## src/rtl/jump_target_table_if.sv

```systemverilog
// Request/response bundle for jump_target_table: lookup request, table write port
// and the registered lookup result with stack status.
interface jump_target_table_if #(
    parameter int PTR_W     = 5,
    parameter int ADDR_W    = 12,
    parameter int RAS_DEPTH = 4
);
    localparam int CNT_W = $clog2(RAS_DEPTH + 1);

    logic              Req;
    logic [1:0]        Op;
    logic [PTR_W-1:0]  Jptr;
    logic [ADDR_W-1:0] RetAddr;
    logic              WrEn;
    logic [PTR_W-1:0]  WrPtr;
    logic [ADDR_W-1:0] WrData;
    logic [ADDR_W-1:0] Jump;
    logic              JumpValid;
    logic              Miss;
    logic              Ovf;
    logic              Unf;
    logic [CNT_W-1:0]  RasCount;

    modport master (
        output Req, Op, Jptr, RetAddr, WrEn, WrPtr, WrData,
        input  Jump, JumpValid, Miss, Ovf, Unf, RasCount
    );

    modport slave (
        input  Req, Op, Jptr, RetAddr, WrEn, WrPtr, WrData,
        output Jump, JumpValid, Miss, Ovf, Unf, RasCount
    );
endinterface

```

## src/rtl/jump_target_table.sv

```systemverilog
// Jump target lookup table with a circular return-address stack; one-cycle
// registered result per request, write bypass on a same-index table write.
module jump_target_table #(
    parameter int PTR_W     = 5,
    parameter int ADDR_W    = 12,
    parameter int RAS_DEPTH = 4
) (
    input  logic               Clk,
    input  logic               Reset_n,
    jump_target_table_if.slave bus
);
    localparam int ENTRIES = 1 << PTR_W;
    localparam int CNT_W   = $clog2(RAS_DEPTH + 1);
    localparam int SP_W    = $clog2(RAS_DEPTH);

    typedef enum logic [1:0] {
        OP_JMP  = 2'b00,
        OP_CALL = 2'b01,
        OP_RET  = 2'b10,
        OP_RSVD = 2'b11
    } op_e;

    logic [ADDR_W-1:0] tbl_rd [ENTRIES];
    logic [ENTRIES-1:0] vld_rd;
    logic [ADDR_W-1:0] ras_rd [RAS_DEPTH];

    logic [ADDR_W-1:0] jump_q, jump_d;
    logic              jv_q, jv_d;
    logic              miss_q, miss_d;
    logic              ovf_q, ovf_d;
    logic              unf_q, unf_d;
    logic [SP_W-1:0]   sp_q, sp_d;
    logic [CNT_W-1:0]  cnt_q, cnt_d;
    logic              push_en;

    op_e               op;
    logic              bypass;
    logic [ADDR_W-1:0] lookup_target;
    logic              lookup_miss;

    // Table entries are plain flops so reset can clear every target and valid bit.
    for (genvar gi = 0; gi < ENTRIES; gi++) begin : g_tbl
        logic [ADDR_W-1:0] ent_q, ent_d;
        logic              ent_vld_q, ent_vld_d;

        always_comb begin
            ent_d     = ent_q;
            ent_vld_d = ent_vld_q;
            if (bus.WrEn && (bus.WrPtr == PTR_W'(gi))) begin
                ent_d     = bus.WrData;
                ent_vld_d = 1'b1;
            end
        end

        always_ff @(posedge Clk or negedge Reset_n) begin
            if (!Reset_n) begin
                ent_q     <= '0;
                ent_vld_q <= 1'b0;
            end else begin
                ent_q     <= ent_d;
                ent_vld_q <= ent_vld_d;
            end
        end

        assign tbl_rd[gi] = ent_q;
        assign vld_rd[gi] = ent_vld_q;
    end

    // sp_q is the next free slot; when full it also points at the oldest entry,
    // so an overflowing push overwrites the oldest without extra logic.
    for (genvar gi = 0; gi < RAS_DEPTH; gi++) begin : g_ras
        logic [ADDR_W-1:0] slot_q, slot_d;

        always_comb begin
            slot_d = slot_q;
            if (push_en && (sp_q == SP_W'(gi))) begin
                slot_d = bus.RetAddr;
            end
        end

        always_ff @(posedge Clk or negedge Reset_n) begin
            if (!Reset_n) begin
                slot_q <= '0;
            end else begin
                slot_q <= slot_d;
            end
        end

        assign ras_rd[gi] = slot_q;
    end

    assign op            = op_e'(bus.Op);
    assign bypass        = bus.WrEn && (bus.WrPtr == bus.Jptr);
    assign lookup_target = bypass ? bus.WrData : tbl_rd[bus.Jptr];
    assign lookup_miss   = bypass ? 1'b0 : ~vld_rd[bus.Jptr];

    always_comb begin
        jump_d  = jump_q;
        jv_d    = 1'b0;
        miss_d  = 1'b0;
        ovf_d   = 1'b0;
        unf_d   = 1'b0;
        sp_d    = sp_q;
        cnt_d   = cnt_q;
        push_en = 1'b0;
        if (bus.Req) begin
            jv_d = 1'b1;
            case (op)
                OP_JMP: begin
                    jump_d = lookup_target;
                    miss_d = lookup_miss;
                end
                OP_CALL: begin
                    jump_d  = lookup_target;
                    miss_d  = lookup_miss;
                    push_en = 1'b1;
                    sp_d    = sp_q + SP_W'(1);
                    if (cnt_q == CNT_W'(RAS_DEPTH)) begin
                        ovf_d = 1'b1;
                    end else begin
                        cnt_d = cnt_q + CNT_W'(1);
                    end
                end
                OP_RET: begin
                    if (cnt_q != '0) begin
                        jump_d = ras_rd[sp_q - SP_W'(1)];
                        sp_d   = sp_q - SP_W'(1);
                        cnt_d  = cnt_q - CNT_W'(1);
                    end else begin
                        jump_d = '0;
                        unf_d  = 1'b1;
                    end
                end
                default: begin
                    jump_d = '0;
                    miss_d = 1'b1;
                end
            endcase
        end
    end

    always_ff @(posedge Clk or negedge Reset_n) begin
        if (!Reset_n) begin
            jump_q <= '0;
            jv_q   <= 1'b0;
            miss_q <= 1'b0;
            ovf_q  <= 1'b0;
            unf_q  <= 1'b0;
            sp_q   <= '0;
            cnt_q  <= '0;
        end else begin
            jump_q <= jump_d;
            jv_q   <= jv_d;
            miss_q <= miss_d;
            ovf_q  <= ovf_d;
            unf_q  <= unf_d;
            sp_q   <= sp_d;
            cnt_q  <= cnt_d;
        end
    end

    assign bus.Jump      = jump_q;
    assign bus.JumpValid = jv_q;
    assign bus.Miss      = miss_q;
    assign bus.Ovf       = ovf_q;
    assign bus.Unf       = unf_q;
    assign bus.RasCount  = cnt_q;
endmodule

```

## src/flat_wrapper.sv

```systemverilog
// flat-port wrapper written by rule: the top's interface ports become plain ports
module jump_target_table_flat 
#(
    parameter int PTR_W     = 5,
    parameter int ADDR_W    = 12,
    parameter int RAS_DEPTH = 4
)
  (Clk, Reset_n, bus_Req, bus_Op, bus_Jptr, bus_RetAddr, bus_WrEn, bus_WrPtr, bus_WrData, bus_Jump, bus_JumpValid, bus_Miss, bus_Ovf, bus_Unf, bus_RasCount);
  jump_target_table_if #(.PTR_W(PTR_W), .ADDR_W(ADDR_W), .RAS_DEPTH(RAS_DEPTH)) bus_i ();
  input  logic Clk;
  input  logic Reset_n;
  input wire logic [$bits(bus_i.Req)-1:0] bus_Req;
  input wire logic [$bits(bus_i.Op)-1:0] bus_Op;
  input wire logic [$bits(bus_i.Jptr)-1:0] bus_Jptr;
  input wire logic [$bits(bus_i.RetAddr)-1:0] bus_RetAddr;
  input wire logic [$bits(bus_i.WrEn)-1:0] bus_WrEn;
  input wire logic [$bits(bus_i.WrPtr)-1:0] bus_WrPtr;
  input wire logic [$bits(bus_i.WrData)-1:0] bus_WrData;
  output wire logic [$bits(bus_i.Jump)-1:0] bus_Jump;
  output wire logic [$bits(bus_i.JumpValid)-1:0] bus_JumpValid;
  output wire logic [$bits(bus_i.Miss)-1:0] bus_Miss;
  output wire logic [$bits(bus_i.Ovf)-1:0] bus_Ovf;
  output wire logic [$bits(bus_i.Unf)-1:0] bus_Unf;
  output wire logic [$bits(bus_i.RasCount)-1:0] bus_RasCount;
  assign bus_i.Req = bus_Req;
  assign bus_i.Op = bus_Op;
  assign bus_i.Jptr = bus_Jptr;
  assign bus_i.RetAddr = bus_RetAddr;
  assign bus_i.WrEn = bus_WrEn;
  assign bus_i.WrPtr = bus_WrPtr;
  assign bus_i.WrData = bus_WrData;
  assign bus_Jump = bus_i.Jump;
  assign bus_JumpValid = bus_i.JumpValid;
  assign bus_Miss = bus_i.Miss;
  assign bus_Ovf = bus_i.Ovf;
  assign bus_Unf = bus_i.Unf;
  assign bus_RasCount = bus_i.RasCount;
  jump_target_table #(.PTR_W(PTR_W), .ADDR_W(ADDR_W), .RAS_DEPTH(RAS_DEPTH)) u_core (.Clk(Clk), .Reset_n(Reset_n), .bus(bus_i));
endmodule
```

## config.mk

```make
export PLATFORM = sky130hd
export DESIGN_NAME = jump_target_table_flat
export DESIGN_NICKNAME = d
export VERILOG_FILES = /design/src/rtl/jump_target_table_if.sv /design/src/rtl/jump_target_table.sv /design/src/flat_wrapper.sv
export SDC_FILE = /design/constraint.sdc
export NUM_CORES = 1
export LEC_CHECK = 0
export CORE_MARGIN = 4
export CORE_UTILIZATION = 45
export CTS_CLUSTER_DIAMETER = 40
export DETAILED_ROUTE_END_ITERATION = 7
export PLACE_DENSITY_LB_ADDON = 0.2
export SLEW_MARGIN = 20
export SYNTH_ARGS = -nofsm -noshare
export SYNTH_HDL_FRONTEND = slang
export SYNTH_SLANG_ARGS = --single-unit
```

## constraint.sdc

```tcl
create_clock -name Clk -period 2.9 [get_ports Clk]
set_input_delay 0.29 -clock Clk [delete_from_list [all_inputs] [get_ports Clk]]
set_output_delay 0.29 -clock Clk [all_outputs]
set_load 0.05 [all_outputs]
```

==> results.md <==
- The pre-antenna-repair detailed-routing pass consisted of 5 iterations.
- The number of hold buffers added after cts is 1.
- The per-cell routed wire length is ~25 microns.
- Counting both buffers and inverters, the worst setup path holds a total of 2.
- The worst setup margin is between 0.5 and 0.6 ns.
- Setup repair after global routing left no endpoint under its margin.
- Sorting the synthesized cells by area gives the leading types as sky130_fd_sc_hd__dfrtp_1, sky130_fd_sc_hd__mux2_2, sky130_fd_sc_hd__mux4_2.
- In this run the core area contains 81 standard-cell rows.
- Of the synthesized area, sequential elements account for between 50% and 60%.
- The clock network burns about two fifths of the power.
- The number of buffers created by CTS is ~80.
- The library cell contributing the largest single delay on the critical path is sky130_fd_sc_hd__ha_1.
- Across the VDD grid, the largest voltage drop is 0.0004297 V.
- Once placement finished, the instance area stood at between 0.02 and 0.025 sq mm.
- TritonCTS built the clock tree.
- The leftover overflow at the end of global routing is 0.
- Net switching is a little over a quarter of the power.
- The clock transition at the registers of the reported paths is about 0.05 ns.
- The die covers ~0.053 sq mm.
- The maximum cell stage delay along the critical path is 0.62 ns.
- The final antenna-violating net count is 0.
- In this run the clock root is driven by a sky130_fd_sc_hd__clkbuf_16.
- In this run the number of H-tree levels came out at 3.
- The finished cells cover roughly 0.027 sq mm.
- The number of setup buffers added after CTS is 0.
- The leakage power summed over all cells is between 10 and 15 nW.
- The peak fanout along the critical path is 10.
- The via count normalized by instance count is ~5.8.
- In this run the worst hold path is classified as in2reg.
- In this run the cell area of the synthesized design comes to between 0.02 and 0.025 sq mm.
- The startpoint class of the critical path is a flop.
- The total area inside the core boundary comes to about 0.049 sq mm.
- The synthesized design contains 0 enable-type register cells.
- In this run, post-CTS repair resized a total of 0 instances.
- Across the whole layout, storage elements account for approximately 0.012 sq mm.
- The sum of negative setup slack is 0 ns.
- The count of endpoints failing setup in the final report is 0.
- a little under 60 I/O pins were placed.
- Subtracting the final worst setup slack from the clock period gives between 2 and 2.5 ns.
- The number of standard cells in the final layout excluding fillers is ~2300.
- The count of fill cells added during filler insertion is approximately 4000.
- The clock arrives with ~0.023 ns of skew.
- The endpoint required time on the critical path is between 3 and 4 ns.
- The max-capacitance violation count is 0.
- The part of the power in combinational logic is between 10% and 20%.
- Wires add up to just under 60000 microns.
- The critical path goes through inv_1, ha_1, buf_4, mux4_2, a22oi_1, a21boi_0, o31ai_1.
- The first global-routing pass estimated about 90000 microns of wire.
- By count the netlist is led by sky130_fd_sc_hd__dfrtp_1, sky130_fd_sc_hd__mux2_2, sky130_fd_sc_hd__mux4_2.
- Averaged over all synthesized cells, the footprint is around 15 sq um.
- The layout cell share with drive strength beyond 1 is a little under half.
- The die is between 200 and 250 microns wide.
- The initial antenna violation count came to 1.
- Based on the critical path, the design can be clocked at up to roughly 0.43 GHz.
- The aggregate global-route resource usage is around 22%.
- The final hold violation count is 0.
- The net count of the mapped netlist is 1527.
- The final number of max-transition violations is 0.
- In this run the power spent charging and discharging nets is ~0.0061 W.
- sky130_fd_sc_hd__dfrtp_1 is the most common cell in the netlist.
- The first routing iteration left between 900 and 1000 violations.
- The floorplan step set the die height to 230.9 microns.
- For the worst setup path, the data arrival time is around 2.8 ns.
- For this block, the via count after detailed routing is approximately 13000.
- The via count of the first global-routing pass is ~14000.
- Counting every sink on the clock net gives between 400 and 500.
- The synthesized design spends more area on one cell type than any other, namely sky130_fd_sc_hd__dfrtp_1.
- The flow ran to the end, and the final reports show no timing, DRC or antenna violations.
- The multi-input logic area is between 0.009 and 0.01 sq mm.
- The maximum number of buffers from clock root to sink is 3.
- The family with the most delay on the worst path is adder cells.
- Headroom to the max-slew limit came out at between 30% and 40%.
- At the end of routability-driven placement, the weighted congestion stood at about 0.85.
- In the synthesized netlist the dominant register cell turns out to be sky130_fd_sc_hd__dfrtp_1.
- The core occupancy in the finished layout is a little over half.
- The estimated wirelength of the detail-placed design is 38150 microns.
- The residual DRC count is 0.
- Buffers placed on the I/O ports in this run total 58.
- The number of synthesis warnings is 0.
- Entering global routing, the biggest net connects 90 pins.
- The worst setup path is of the reg2reg kind.
- The internal cell power is ~0.016 W.
- The clock reaches the later pin of the worst-skew pair after 0.61 ns.
- The fraction of synthesis flops using an asynchronous set or reset pin is 100.0%.
- The register bit total from synthesis is roughly 490.
- The portion of the clock cycle consumed by the worst path in the final layout is roughly 80%.
- The initial utilization of the core area, before any placement, comes to around 46%.
- The measured slew at the worst slew-check pin is 1.006 ns.
- The net count of the finished layout is about 1600.
- In this run, distinct cell masters in the synthesized netlist total 56.
- The area added between synthesis and finish is 19.09%.
- The sequential share of power is roughly two fifths.
- Counting every instance in the synthesized netlist gives between 1000 and 1500.
- The post-placement cell count is between 2000 and 2500.
- In this run the biggest area consumer among cell types represents ~54% of the synthesized area.
- STA classifies the critical path endpoint as a flop.
- The power density normalized to cell area is around 850 mW/mm^2.
- The pre-CTS worst setup slack is approximately 0.18 ns.
-- layout by cell type, fill, tap and decap left out, drive strengths merged, types with 13 or more instances in the layout --
cell and count:
a22oi 29, buf 106, clkbuf 95, clkdlybuf4s50 54
clkinv 13, dfrtp 485, inv 20, mux2 432
mux2i 54, mux4 99, nand2 28, nand2b 20
nor2 39, o22ai 14, or2 20
-- stage by stage --
step	hold WS, ns	total power (W)
after floorplan	-0.005591	0.01198
after global placement	0.3853	0.01336
after detailed placement	0.3878	0.01354
after CTS	0.2344	0.02276
after global routing	0.2602	0.02352
final	0.2654	0.02254
-- path summary, 6_finish.rpt --
kind,endpoint,slack [ns],startpoint,cells past startpoint
max reg2reg,u_core.bus.Jump[5]$_DFFE_PN0P_,0.59,u_core.sp_q[1]$_DFFE_PN0P_,7
min,u_core.bus.JumpValid$_DFF_PN0_,0.27,bus_Req,1
min in group asynchronous,u_core.bus.JumpValid$_DFF_PN0_,0.28,Reset_n,2
max in group asynchronous,u_core.g_tbl[5].ent_q[6]$_DFFE_PN0P_,1.70,Reset_n,3
max,u_core.bus.Jump[5]$_DFFE_PN0P_,0.59,u_core.sp_q[1]$_DFFE_PN0P_,7
min reg2reg,u_core.g_tbl[12].ent_vld_q$_DFFE_PN0P_,0.46,u_core.g_tbl[12].ent_vld_q$_DFFE_PN0P_,1
-- cells by family (layout without fill, tap and decap cells) --
family / count (synthesis) / count (layout) / share of synthesized area, %
adder cells (fa/ha/maj): 9 / 9 / 0.5372
buffers and inverters: 138 / 307 / 3.268
AO/OA/AOI/OAI: 93 / 93 / 3.044
flip-flops: 485 / 485 / 54.28
other: 0 / 1 / 0
XOR/XNOR: 8 / 8 / 0.3134
AND/OR/NAND/NOR: 160 / 160 / 3.995
multiplexers: 585 / 585 / 34.56
-- registers in the layout (all words and copies together) (netlist names) --
signal	cells
u_core.bus.Jump	12
u_core.bus.Ovf	1
u_core.g_tbl.ent_q	384
u_core.bus.JumpValid	1
u_core.bus.Miss	1
u_core.sp_q	2
u_core.g_tbl.ent_vld_q	32
u_core.bus.Unf	1
u_core.bus.RasCount	3
u_core.g_ras.slot_q	48
-- power by group through the flow --
stage                     Combinational [W]  Sequential [W]  Clock (W)
final                               0.00428         0.00914    0.00913
after global routing                0.00460         0.00930    0.00962
after CTS                           0.00433         0.00913    0.00930
after detailed placement            0.00431         0.00923          0
after global placement              0.00422         0.00914          0
after floorplan                     0.00280         0.00918          0
-- layout make-up --
type,count,area share [%]
antenna,1,0.009398
clock buffer,95,7.946
clock inverter,43,1.818
inverter,8,0.1128
multi-input combinational,855,35.86
sequential,485,45.58
tap,664,3.120
timing repair buffer,161,5.559
-- per-layer routing --
metal,track usage [%],vias up,wire (microns)
li1,-,5734,-
met4,7.423,0,1775
met5,0,-,0
met2,35.60,335,28150
met1,30.09,7130,25010
met3,4.603,104,2722
(Power assumes the default switching activity.)
